--- src/rtl/trace_pkg.sv ---
`default_nettype none
// ============================================================================
// Module      : trace_pkg
// Description : Shared types and helpers for the commit trace buffer.
//               Record kinds, the default-width record layout, and a
//               constant function deriving the record width from the
//               data, address and timestamp field widths.
// Revision    : 1.0 - initial release
// ============================================================================
package trace_pkg;

    // Record kind field (record MSBs). 2'b11 is never produced.
    typedef enum logic [1:0] {
        TK_REG   = 2'b00,
        TK_STORE = 2'b01,
        TK_LOAD  = 2'b10
    } trace_kind_e;

    localparam int c_DEF_DATA_W = 32;
    localparam int c_DEF_ADDR_W = 9;
    localparam int c_DEF_TS_W   = 16;

    // Record layout for the default configuration. Field order matches the
    // flat out_record vector: {kind, tag, data, stamp}, kind in the MSBs.
    typedef struct packed {
        trace_kind_e               kind;
        logic [c_DEF_ADDR_W-1:0]   tag;
        logic [c_DEF_DATA_W-1:0]   data;
        logic [c_DEF_TS_W-1:0]     stamp;
    } trace_rec_t;

    // Width of one flat trace record for arbitrary field widths.
    function automatic int rec_width(input int addr_w, input int data_w, input int ts_w);
        return 2 + addr_w + data_w + ts_w;
    endfunction

    localparam int c_DEF_REC_W = rec_width(c_DEF_ADDR_W, c_DEF_DATA_W, c_DEF_TS_W);

endpackage : trace_pkg
`default_nettype wire

--- src/rtl/trace_fifo_2w1r.sv ---
`default_nettype none
// ============================================================================
// Module      : trace_fifo_2w1r
// Description : DEPTH-entry FIFO accepting up to two pushes and one pop per
//               cycle. Show-ahead head output (zero when empty). Reports the
//               slots available to pushes this cycle, counting a slot freed
//               by a same-cycle pop.
// Ports       : clk, rst          - clock, synchronous active-high reset
//               i_push_cnt        - number of pushes this cycle (0..2); the
//                                   caller guarantees i_push_cnt <= o_avail
//               i_push_data0/1    - push payloads, data0 is written first
//               i_pop             - retire head (ignored when empty)
//               o_head_data       - head entry, zero while empty
//               o_head_valid      - FIFO not empty
//               o_level           - occupied entries, 0..DEPTH
//               o_avail           - DEPTH - level + effective pop
// Revision    : 1.0 - initial release
// ============================================================================
module trace_fifo_2w1r #(
    parameter int WIDTH = 59,
    parameter int DEPTH = 8
) (
    input  logic                       clk,
    input  logic                       rst,
    input  logic [1:0]                 i_push_cnt,
    input  logic [WIDTH-1:0]           i_push_data0,
    input  logic [WIDTH-1:0]           i_push_data1,
    input  logic                       i_pop,
    output logic [WIDTH-1:0]           o_head_data,
    output logic                       o_head_valid,
    output logic [$clog2(DEPTH):0]     o_level,
    output logic [$clog2(DEPTH):0]     o_avail
);

    localparam int c_PTR_W = $clog2(DEPTH);
    localparam int c_LVL_W = c_PTR_W + 1;

    logic [WIDTH-1:0]   r_mem [DEPTH];
    logic [c_PTR_W-1:0] r_wptr;
    logic [c_PTR_W-1:0] r_rptr;
    logic [c_LVL_W-1:0] r_level;

    logic               w_not_empty;
    logic               w_pop_ok;
    logic [c_PTR_W-1:0] w_wptr_next_slot;

    assign w_not_empty      = (r_level != '0);
    assign w_pop_ok         = i_pop && w_not_empty;
    // DEPTH is a power of two, so pointer arithmetic wraps for free.
    assign w_wptr_next_slot = r_wptr + (c_PTR_W)'(1);

    // Storage carries no reset: an entry is only observable once the level
    // covers it, and the head output is forced to zero while empty.
    always_ff @(posedge clk) begin
        if (i_push_cnt != 2'd0) begin
            r_mem[r_wptr] <= i_push_data0;
        end
        if (i_push_cnt == 2'd2) begin
            r_mem[w_wptr_next_slot] <= i_push_data1;
        end
    end

    always_ff @(posedge clk) begin
        if (rst) begin
            r_wptr  <= '0;
            r_rptr  <= '0;
            r_level <= '0;
        end else begin
            r_wptr  <= r_wptr + (c_PTR_W)'(i_push_cnt);
            if (w_pop_ok) begin
                r_rptr <= r_rptr + (c_PTR_W)'(1);
            end
            r_level <= r_level + (c_LVL_W)'(i_push_cnt) - (c_LVL_W)'(w_pop_ok);
        end
    end

    assign o_head_valid = w_not_empty;
    assign o_head_data  = w_not_empty ? r_mem[r_rptr] : '0;
    assign o_level      = r_level;
    // A pop in this cycle frees its slot for a push in the same cycle.
    assign o_avail      = (c_LVL_W)'(DEPTH) - r_level + (c_LVL_W)'(w_pop_ok);

endmodule : trace_fifo_2w1r
`default_nettype wire

--- src/rtl/commit_trace_buffer.sv ---
`default_nettype none
// ============================================================================
// Module      : commit_trace_buffer
// Description : Non-intrusive trace observer for the riscv core. Captures
//               register writebacks and data-memory accesses as trace
//               records, queues them, and drains them over a valid/ready
//               port. Never back-pressures the core: events that do not fit
//               are dropped and counted in a saturating counter.
// Config      : TRACE_TIMESTAMP_EN - when defined, a free-running TS_W-bit
//               cycle counter stamps each record with its capture cycle.
//               When undefined the stamp field is constant zero; the record
//               width is the same either way.
// Ports       : clk, reset        - clock, synchronous active-high reset
//               reg_write_sig     - register-file write strobe
//               reg_num, reg_data - destination register and writeback data
//               wr, rd            - data-memory store / load strobes
//               addr              - data-memory address
//               wr_data, rd_data  - store / load data
//               out_valid         - head record available
//               out_ready         - sink accepts head record
//               out_record        - {kind[1:0], tag, data, stamp}
//               level             - occupied FIFO entries
//               overflow_cnt      - dropped events, saturating
// Revision    : 1.0 - initial release
// ============================================================================
module commit_trace_buffer
    import trace_pkg::*;
#(
    parameter int DATA_W = 32,
    parameter int ADDR_W = 9,
    parameter int DEPTH  = 8,
    parameter int TS_W   = 16,
    parameter int OVF_W  = 8
) (
    input  logic                                          clk,
    input  logic                                          reset,
    input  logic                                          reg_write_sig,
    input  logic [4:0]                                    reg_num,
    input  logic [DATA_W-1:0]                             reg_data,
    input  logic                                          wr,
    input  logic                                          rd,
    input  logic [ADDR_W-1:0]                             addr,
    input  logic [DATA_W-1:0]                             wr_data,
    input  logic [DATA_W-1:0]                             rd_data,
    output logic                                          out_valid,
    input  logic                                          out_ready,
    output logic [rec_width(ADDR_W, DATA_W, TS_W)-1:0]    out_record,
    output logic [$clog2(DEPTH):0]                        level,
    output logic [OVF_W-1:0]                              overflow_cnt
);

    localparam int c_REC_W = rec_width(ADDR_W, DATA_W, TS_W);
    localparam int c_LVL_W = $clog2(DEPTH) + 1;

    // ------------------------------------------------------------------
    // Timestamp
    // ------------------------------------------------------------------
    logic [TS_W-1:0] w_stamp;

`ifdef TRACE_TIMESTAMP_EN
    logic [TS_W-1:0] r_stamp;

    always_ff @(posedge clk) begin
        if (reset) begin
            r_stamp <= '0;
        end else begin
            r_stamp <= r_stamp + (TS_W)'(1);
        end
    end

    assign w_stamp = r_stamp;
`else
    assign w_stamp = '0;
`endif

    // ------------------------------------------------------------------
    // Event qualification
    // ------------------------------------------------------------------
    logic        w_reg_ev;
    logic        w_st_ev;
    logic        w_ld_ev;
    logic        w_mem_ev;
    trace_kind_e w_mem_kind;

    // x0 writes are architecturally invisible and are not traced.
    assign w_reg_ev   = reg_write_sig && (reg_num != 5'd0);
    // A simultaneous wr and rd is reported once, as a store.
    assign w_st_ev    = wr;
    assign w_ld_ev    = rd && !wr;
    assign w_mem_ev   = w_st_ev || w_ld_ev;
    assign w_mem_kind = w_st_ev ? TK_STORE : TK_LOAD;

    logic [c_REC_W-1:0] w_reg_rec;
    logic [c_REC_W-1:0] w_mem_rec;

    assign w_reg_rec = {TK_REG, (ADDR_W)'(reg_num), reg_data, w_stamp};
    assign w_mem_rec = {w_mem_kind, addr, (w_st_ev ? wr_data : rd_data), w_stamp};

    // ------------------------------------------------------------------
    // Ordering and space allocation
    // ------------------------------------------------------------------
    // Slot 0 always carries the earliest-ordered event, so when only one
    // slot is free the register event wins over the memory event.
    logic [c_REC_W-1:0] w_slot0;
    logic [c_REC_W-1:0] w_slot1;
    logic [1:0]         w_n_req;
    logic [1:0]         w_n_push;
    logic [1:0]         w_n_drop;
    logic [c_LVL_W-1:0] w_avail;
    logic               w_pop;

    assign w_slot0 = w_reg_ev ? w_reg_rec : w_mem_rec;
    assign w_slot1 = w_mem_rec;
    assign w_pop   = out_valid && out_ready;

    always_comb begin
        w_n_req  = {1'b0, w_reg_ev} + {1'b0, w_mem_ev};
        w_n_push = w_n_req;
        // Short of space, avail is 0 or 1 here, so its low bits suffice.
        if ((c_LVL_W)'(w_n_req) > w_avail) begin
            w_n_push = w_avail[1:0];
        end
        w_n_drop = w_n_req - w_n_push;
    end

    // ------------------------------------------------------------------
    // Record queue
    // ------------------------------------------------------------------
    trace_fifo_2w1r #(
        .WIDTH (c_REC_W),
        .DEPTH (DEPTH)
    ) u_fifo (
        .clk          (clk),
        .rst          (reset),
        .i_push_cnt   (w_n_push),
        .i_push_data0 (w_slot0),
        .i_push_data1 (w_slot1),
        .i_pop        (w_pop),
        .o_head_data  (out_record),
        .o_head_valid (out_valid),
        .o_level      (level),
        .o_avail      (w_avail)
    );

    // ------------------------------------------------------------------
    // Dropped-event counter (saturating)
    // ------------------------------------------------------------------
    logic [OVF_W-1:0] r_ovf;
    logic [OVF_W:0]   w_ovf_sum;

    // One guard bit catches any carry out of the counter.
    assign w_ovf_sum = {1'b0, r_ovf} + (OVF_W+1)'(w_n_drop);

    always_ff @(posedge clk) begin
        if (reset) begin
            r_ovf <= '0;
        end else if (w_ovf_sum[OVF_W]) begin
            r_ovf <= '1;
        end else begin
            r_ovf <= w_ovf_sum[OVF_W-1:0];
        end
    end

    assign overflow_cnt = r_ovf;

endmodule : commit_trace_buffer
`default_nettype wire

--- config.mk ---
export PLATFORM = sky130hd
export DESIGN_NAME = commit_trace_buffer
export DESIGN_NICKNAME = d
export VERILOG_FILES = /design/src/rtl/trace_pkg.sv /design/src/rtl/trace_fifo_2w1r.sv /design/src/rtl/commit_trace_buffer.sv
export SDC_FILE = /design/constraint.sdc
export NUM_CORES = 1
export LEC_CHECK = 0
export BUFFER_PORTS_ARGS = -buffer_cell sky130_fd_sc_hd__buf_4
export CORE_MARGIN = 2
export CORE_UTILIZATION = 55
export DETAILED_ROUTE_END_ITERATION = 8
export MAX_ROUTING_LAYER = met4
export PLACE_DENSITY = 0.75
export SLEW_MARGIN = 40
export SYNTH_ARGS = -nofsm -noshare
export SYNTH_HDL_FRONTEND = slang
export SYNTH_SLANG_ARGS = --single-unit
--- constraint.sdc ---
create_clock -name clk -period 16.7 [get_ports clk]
set_clock_uncertainty 0.1 [all_clocks]
set_input_delay 3.34 -clock clk [delete_from_list [all_inputs] [get_ports clk]]
set_output_delay 3.34 -clock clk [all_outputs]
set_load 0.1 [all_outputs]
## Word-level counts from Yosys, hierarchy flattened

Memories as Yosys holds them, arrays and structs flattened. A register that Yosys moved wholly into a read port is not among the register bits.
Index checks and enable logic that the tools add are counted.

| storage, ports and cells | value |
|---|---|
| memory bits (writable) | 472 |
| memories | 1 |
| output and inout bits | 72 |
| logic and storage cells | 38 |
| input bits | 116 |
| register bits after elaboration | 18 |

| operators by class | value |
|---|---|
| eq/ne operators | 1 |
| $lt $le $gt $ge | 1 |
| reductions and logical operators | 9 |
| add/sub/neg operators | 10 |
| mux-type cells | 12 |

Memory list:

| memory | depth | bits a word | read ports | clocked after memory_dff | wr ports | RTL line | RTL |
|---|---|---|---|---|---|---|---|
| u_fifo.r_mem | 8 | 59 | 1 | 1 | 2 | trace_fifo_2w1r.sv:38 | `logic [WIDTH-1:0] r_mem [DEPTH];` |

Operators by type and width:

| operator | number |
|---|---|
| two-way mux 59 bit | 2 |
| two-way mux 32 bit | 1 |
| adder 8 x 2 -> 9 bit | 1 |
| two-way mux 8 bit | 1 |
| adder 3 x 1 -> 3 bit, second input constant | 2 |
| two-way mux 3 bit | 2 |
| nonzero test 5 bit | 1 |
| adder 4 x 1 -> 4 bit | 1 |
| adder 4 x 2 -> 4 bit | 1 |
| > comparator 2 x 4 -> 1 bit | 1 |
| logical AND 1 bit | 4 |
| two-way mux 1 bit | 4 |
| two-way mux 2 bit | 2 |
| nonzero test 4 bit | 1 |
| subtractor 4 x 1 -> 4 bit | 1 |
| subtractor 4 bit, first input constant | 1 |
| adder 3 x 2 -> 3 bit | 1 |
| adder 1 x 1 -> 2 bit | 1 |
| == test 2 bit, second input constant | 1 |
| nonzero test 2 bit | 1 |
| subtractor 2 bit | 1 |
| zero test 1 bit | 1 |
| logical OR 1 bit | 1 |

## Longest topological paths before layout

| depth | value |
|---|---|
| depth in word-level cells | 9 |
| gate-level depth with buffers | 25 |
| depth with buffers taken out | 22 |

## Cells and area by module

From an unflattened synthesis, not the netlist that was laid out.

| unflattened totals | value |
|---|---|
| cell total of the unflattened synthesis | 1482 |
| area, all modules | 25668.4 µm² |

By module, submodules not included:

| module | sequential area each (µm²) | area each (µm²) | instances | cells each |
|---|---|---|---|---|
| trace_fifo_2w1r | 14433.8 | 24193.2 | 1 | 1313 |
| commit_trace_buffer | 160.2 | 1475.2 | 1 | 169 |

## Least setup slack after synthesis

Ideal clock, no wire load.

| timing | value |
|---|---|
| kind | input-to-reg |
| start | input port reg_num[1] |
| end | memory u_fifo.r_mem[3][16] (enable) |
| required time | 16.133 ns |
| buffers on the path | 3 |
| path slack | 6.972 ns |
| library setup time | 0.467 ns |
| cell stages on the path | 14 |
| arrival | 9.161 ns |
| cell sequence | or4_1 > o21ai_0 > inv_1 > clkbuf_1 > ha_1 > inv_1 > ha_1 > or2_2 > a222oi_1 > o2111ai_2 > buf_2 > buf_2 > or3_1 > a32oi_1 |

RTL lines:

| element | RTL line | RTL |
|---|---|---|
| start, declared | commit_trace_buffer.sv:38 | `input logic [4:0] reg_num,` |
| end, declared | trace_fifo_2w1r.sv:38 |  |

==> flow_summary.json <==
{
  "drtAntennaViolNets": 0,
  "syn_area_per_cell_um2": 14.9,
  "synthArstFlopShare_pct": 0,
  "synth_cell_types": 43,
  "power_density_nw_per_um2": 202,
  "hold_violations": 0,
  "rr_worst_depth": 15,
  "fp.dieH_um": 190,
  "synth_ff_type": "edfxtp_1",
  "finalSetupViolCount": 0,
  "final_cell_mix": "edfxtp_1 (344), mux2i_1 (326), buf_4 (190)",
  "rr_endpoint": "u_fifo.r_mem[3][47]",
  "place_congestion": 0.860,
  "p_total_mw": 4.48,
  "cts_buffer_depth": 3,
  "power.leakage_nw": 8.25,
  "tightest_slew_ns": 0.841,
  "start_util_pct": 55.5,
  "slew_headroom_pct": 42.8,
  "hpwl_um": 26000,
  "r2r_start": "u_fifo.o_level[2]",
  "crit_end": "u_fifo.r_mem[3][47]",
  "synth_seq_area_share_pct": 56.4,
  "ys_warn_count": 0,
  "fin_setup_tns_ns": 0,
  "drtIter0Drc": 1001,
  "viasPerCell": 6.16,
  "final_common_cell": "edfxtp_1",
  "overflow": 0,
  "grt_pass1_wl_um": 71000,
  "worstSetupEndpointType": "flip-flop",
  "finalNetCount": 1561,
  "ir_drop_mv": 0.188,
  "cp.arrival_ns": 8.59,
  "cap_violations": 0,
  "die-area_um2": 36200,
  "cp_max_fo": 32,
  "ys_ff_latch": 365,
  "grt_usage_pct": 26.9,
  "run_status": "completed",
  "cts_hold_buf": 0,
  "fmax_ghz": 0.117,
  "ios": 188,
  "fin_ws_ns": 8.16,
  "yosysTopAreaCellShare_pct": 54.2,
  "rrSetupSlack_ns": 11.27,
  "coreArea_um2": 34400,
  "cp_data_required_time_ns": 16.76,
  "crit_path_start_kind": "primary input",
  "drive_gt1_share_pct": 28.3,
  "hp-class": "flip-flop to flip-flop",
  "drt_pass1_iterations": 5,
  "syn2layout_area_growth_pct": 16.5,
  "syn_inst": 1280,
  "worstSetupPathType": "primary input to flip-flop",
  "rsz0062_at_grt": "no",
  "slew_violations": 0,
  "insertion_delay_ns": 0.53,
  "htree_levels": 2,
  "synth-edff-count": 344,
  "yosysTopAreaCell": "edfxtp_1",
  "fin_crit_ns": 8.54,
  "antenna_found_initial": 2,
  "cts_tree": "yes",
  "clock-root-buffer": "clkbuf_16",
  "post-cts-setup-buffers": 0,
  "cts_sinks": 365,
  "die_w_um": 190,
  "syn_area_um2": 19100,
  "routedWlPerCell_um": 24.5,
  "place_ws_ns": 7.64,
  "grt_max_degree": 64,
  "path_clk_slew_ns": 0.06,
  "synth.area.top_cells": "edfxtp_1 (54%), mux2i_1 (18%), mux4_2 (10%), mux2_2 (2.6%), dfxtp_1 (2.2%)",
  "setup.worst_path.start": "reg_num[1]",
  "min_period_over_period_pct": 51.1,
  "routed_wirelength_um": 47000,
  "vias": 11800,
  "rows": 68,
  "numCtsBuffers": 40,
  "port_buffers": 171,
  "cts.repair.resized": 0,
  "grt_pass1_vias": 12000,
  "route.detailed.drc": 0
}
[per-stage QoR]
step | utilization [%] | cells | area, um2 | hold slack, ns
finish | 64.6 | 1913 | 22200 | 0.384
detailed placement | 61.0 | 1838 | 21000 | 0.368
CTS | 64.6 | 1912 | 22200 | 0.378
floorplan | - | 1295 | 19100 | 0.354
global route | 64.6 | 1913 | 22200 | 0.418
global placement | 60.6 | 1835 | 20800 | 0.368
[report_power, final]
group          switching, mW  leakage, nW  internal [mW]  total, mW
Combinational           1.55         4.32          0.623       2.17
Clock                  0.354        0.606          0.474      0.828
Sequential             0.101         3.33           1.39       1.49
[routing by layer]
metal | up-vias | global-route usage [%] | part of all wire [%]
met5 | - | - | 0
met4 | 0 | 8.17 | 2.1
met3 | 72 | 3.89 | 6.6
met2 | 472 | 44.5 | 50
met1 | 6005 | 34.9 | 41
li1 | 5230 | - | -
[Yosys cell counts, types with 13 or more instances]
cell      number
buf_2         28
inv_1         20
buf_1         13
dfxtp_1       21
ha_1          17
mux2_2        44
clkbuf_1      44
o21a_1        20
a21boi_0      20
o21ai_1       32
mux2i_1      335
edfxtp_1     344
mux4_2        86
buf_4         22
nand2_1       61
nor2_1        73
[state kept, by name (all words and copies together), names as in the netlist, named ones only]
name            count
u_fifo.r_mem      344
u_fifo.o_level      4
overflow_cnt        8
u_fifo.r_rptr       3
u_fifo.r_wptr       3
[worst min-delay path by stage]
| stage | start | slack (ns) | cells past startpoint | endpoint |
|---|---|---|---|---|
| final | u_fifo.r_rptr[1] | 0.38 | 2 | flip-flop |
| after floorplan | u_fifo.r_rptr[1] | 0.35 | 2 | flip-flop |
| after detailed placement | u_fifo.r_rptr[1] | 0.37 | 2 | flip-flop |
| after CTS | u_fifo.r_rptr[1] | 0.38 | 2 | flip-flop |
| after global placement | u_fifo.r_rptr[1] | 0.37 | 2 | flip-flop |
| after global routing | u_fifo.r_rptr[1] | 0.42 | 2 | flip-flop |
[critical path, cell delays in order]
cell and delay (ns):
buf_4 0.11, or4_1 0.56, o21ai_4 0.13, buf_4 0.36
inv_1 0.47, ha_1 0.51, inv_1 0.08, ha_1 0.18
or2_2 0.27, a222oi_1 0.35, o2111ai_2 0.16, buf_4 0.28
or3_1 0.47, a32oi_4 0.66, buf_4 0.63
[cells by family (layout without fill, tap and decap cells)]
family / count (synthesis) / in the layout / synth area share (%)
mux: 467 / 467 / 30.5
flops: 365 / 365 / 56.4
simple gates: 183 / 183 / 4.28
buf+inv: 127 / 289 / 3.12
compound gates: 103 / 103 / 3.60
fa+ha+maj: 20 / 20 / 1.43
xor+xnor: 14 / 14 / 0.643
other cells: 1 / 17 / 0.0197
[area by class of cell]
class                           instances  area (um2)
Sequential cell                       365       10800
Antenna cell                            1        2.50
Multi-Input combinational cell        803        8060
Tap cell                              455         569
Clock inverter                         26         156
Timing Repair Buffer                  195        1510
Inverter                               20        75.1
Fill cell                            2533       12200
Clock buffer                           48        1070
No activity file was read; power rests on OpenSTA's default activity.
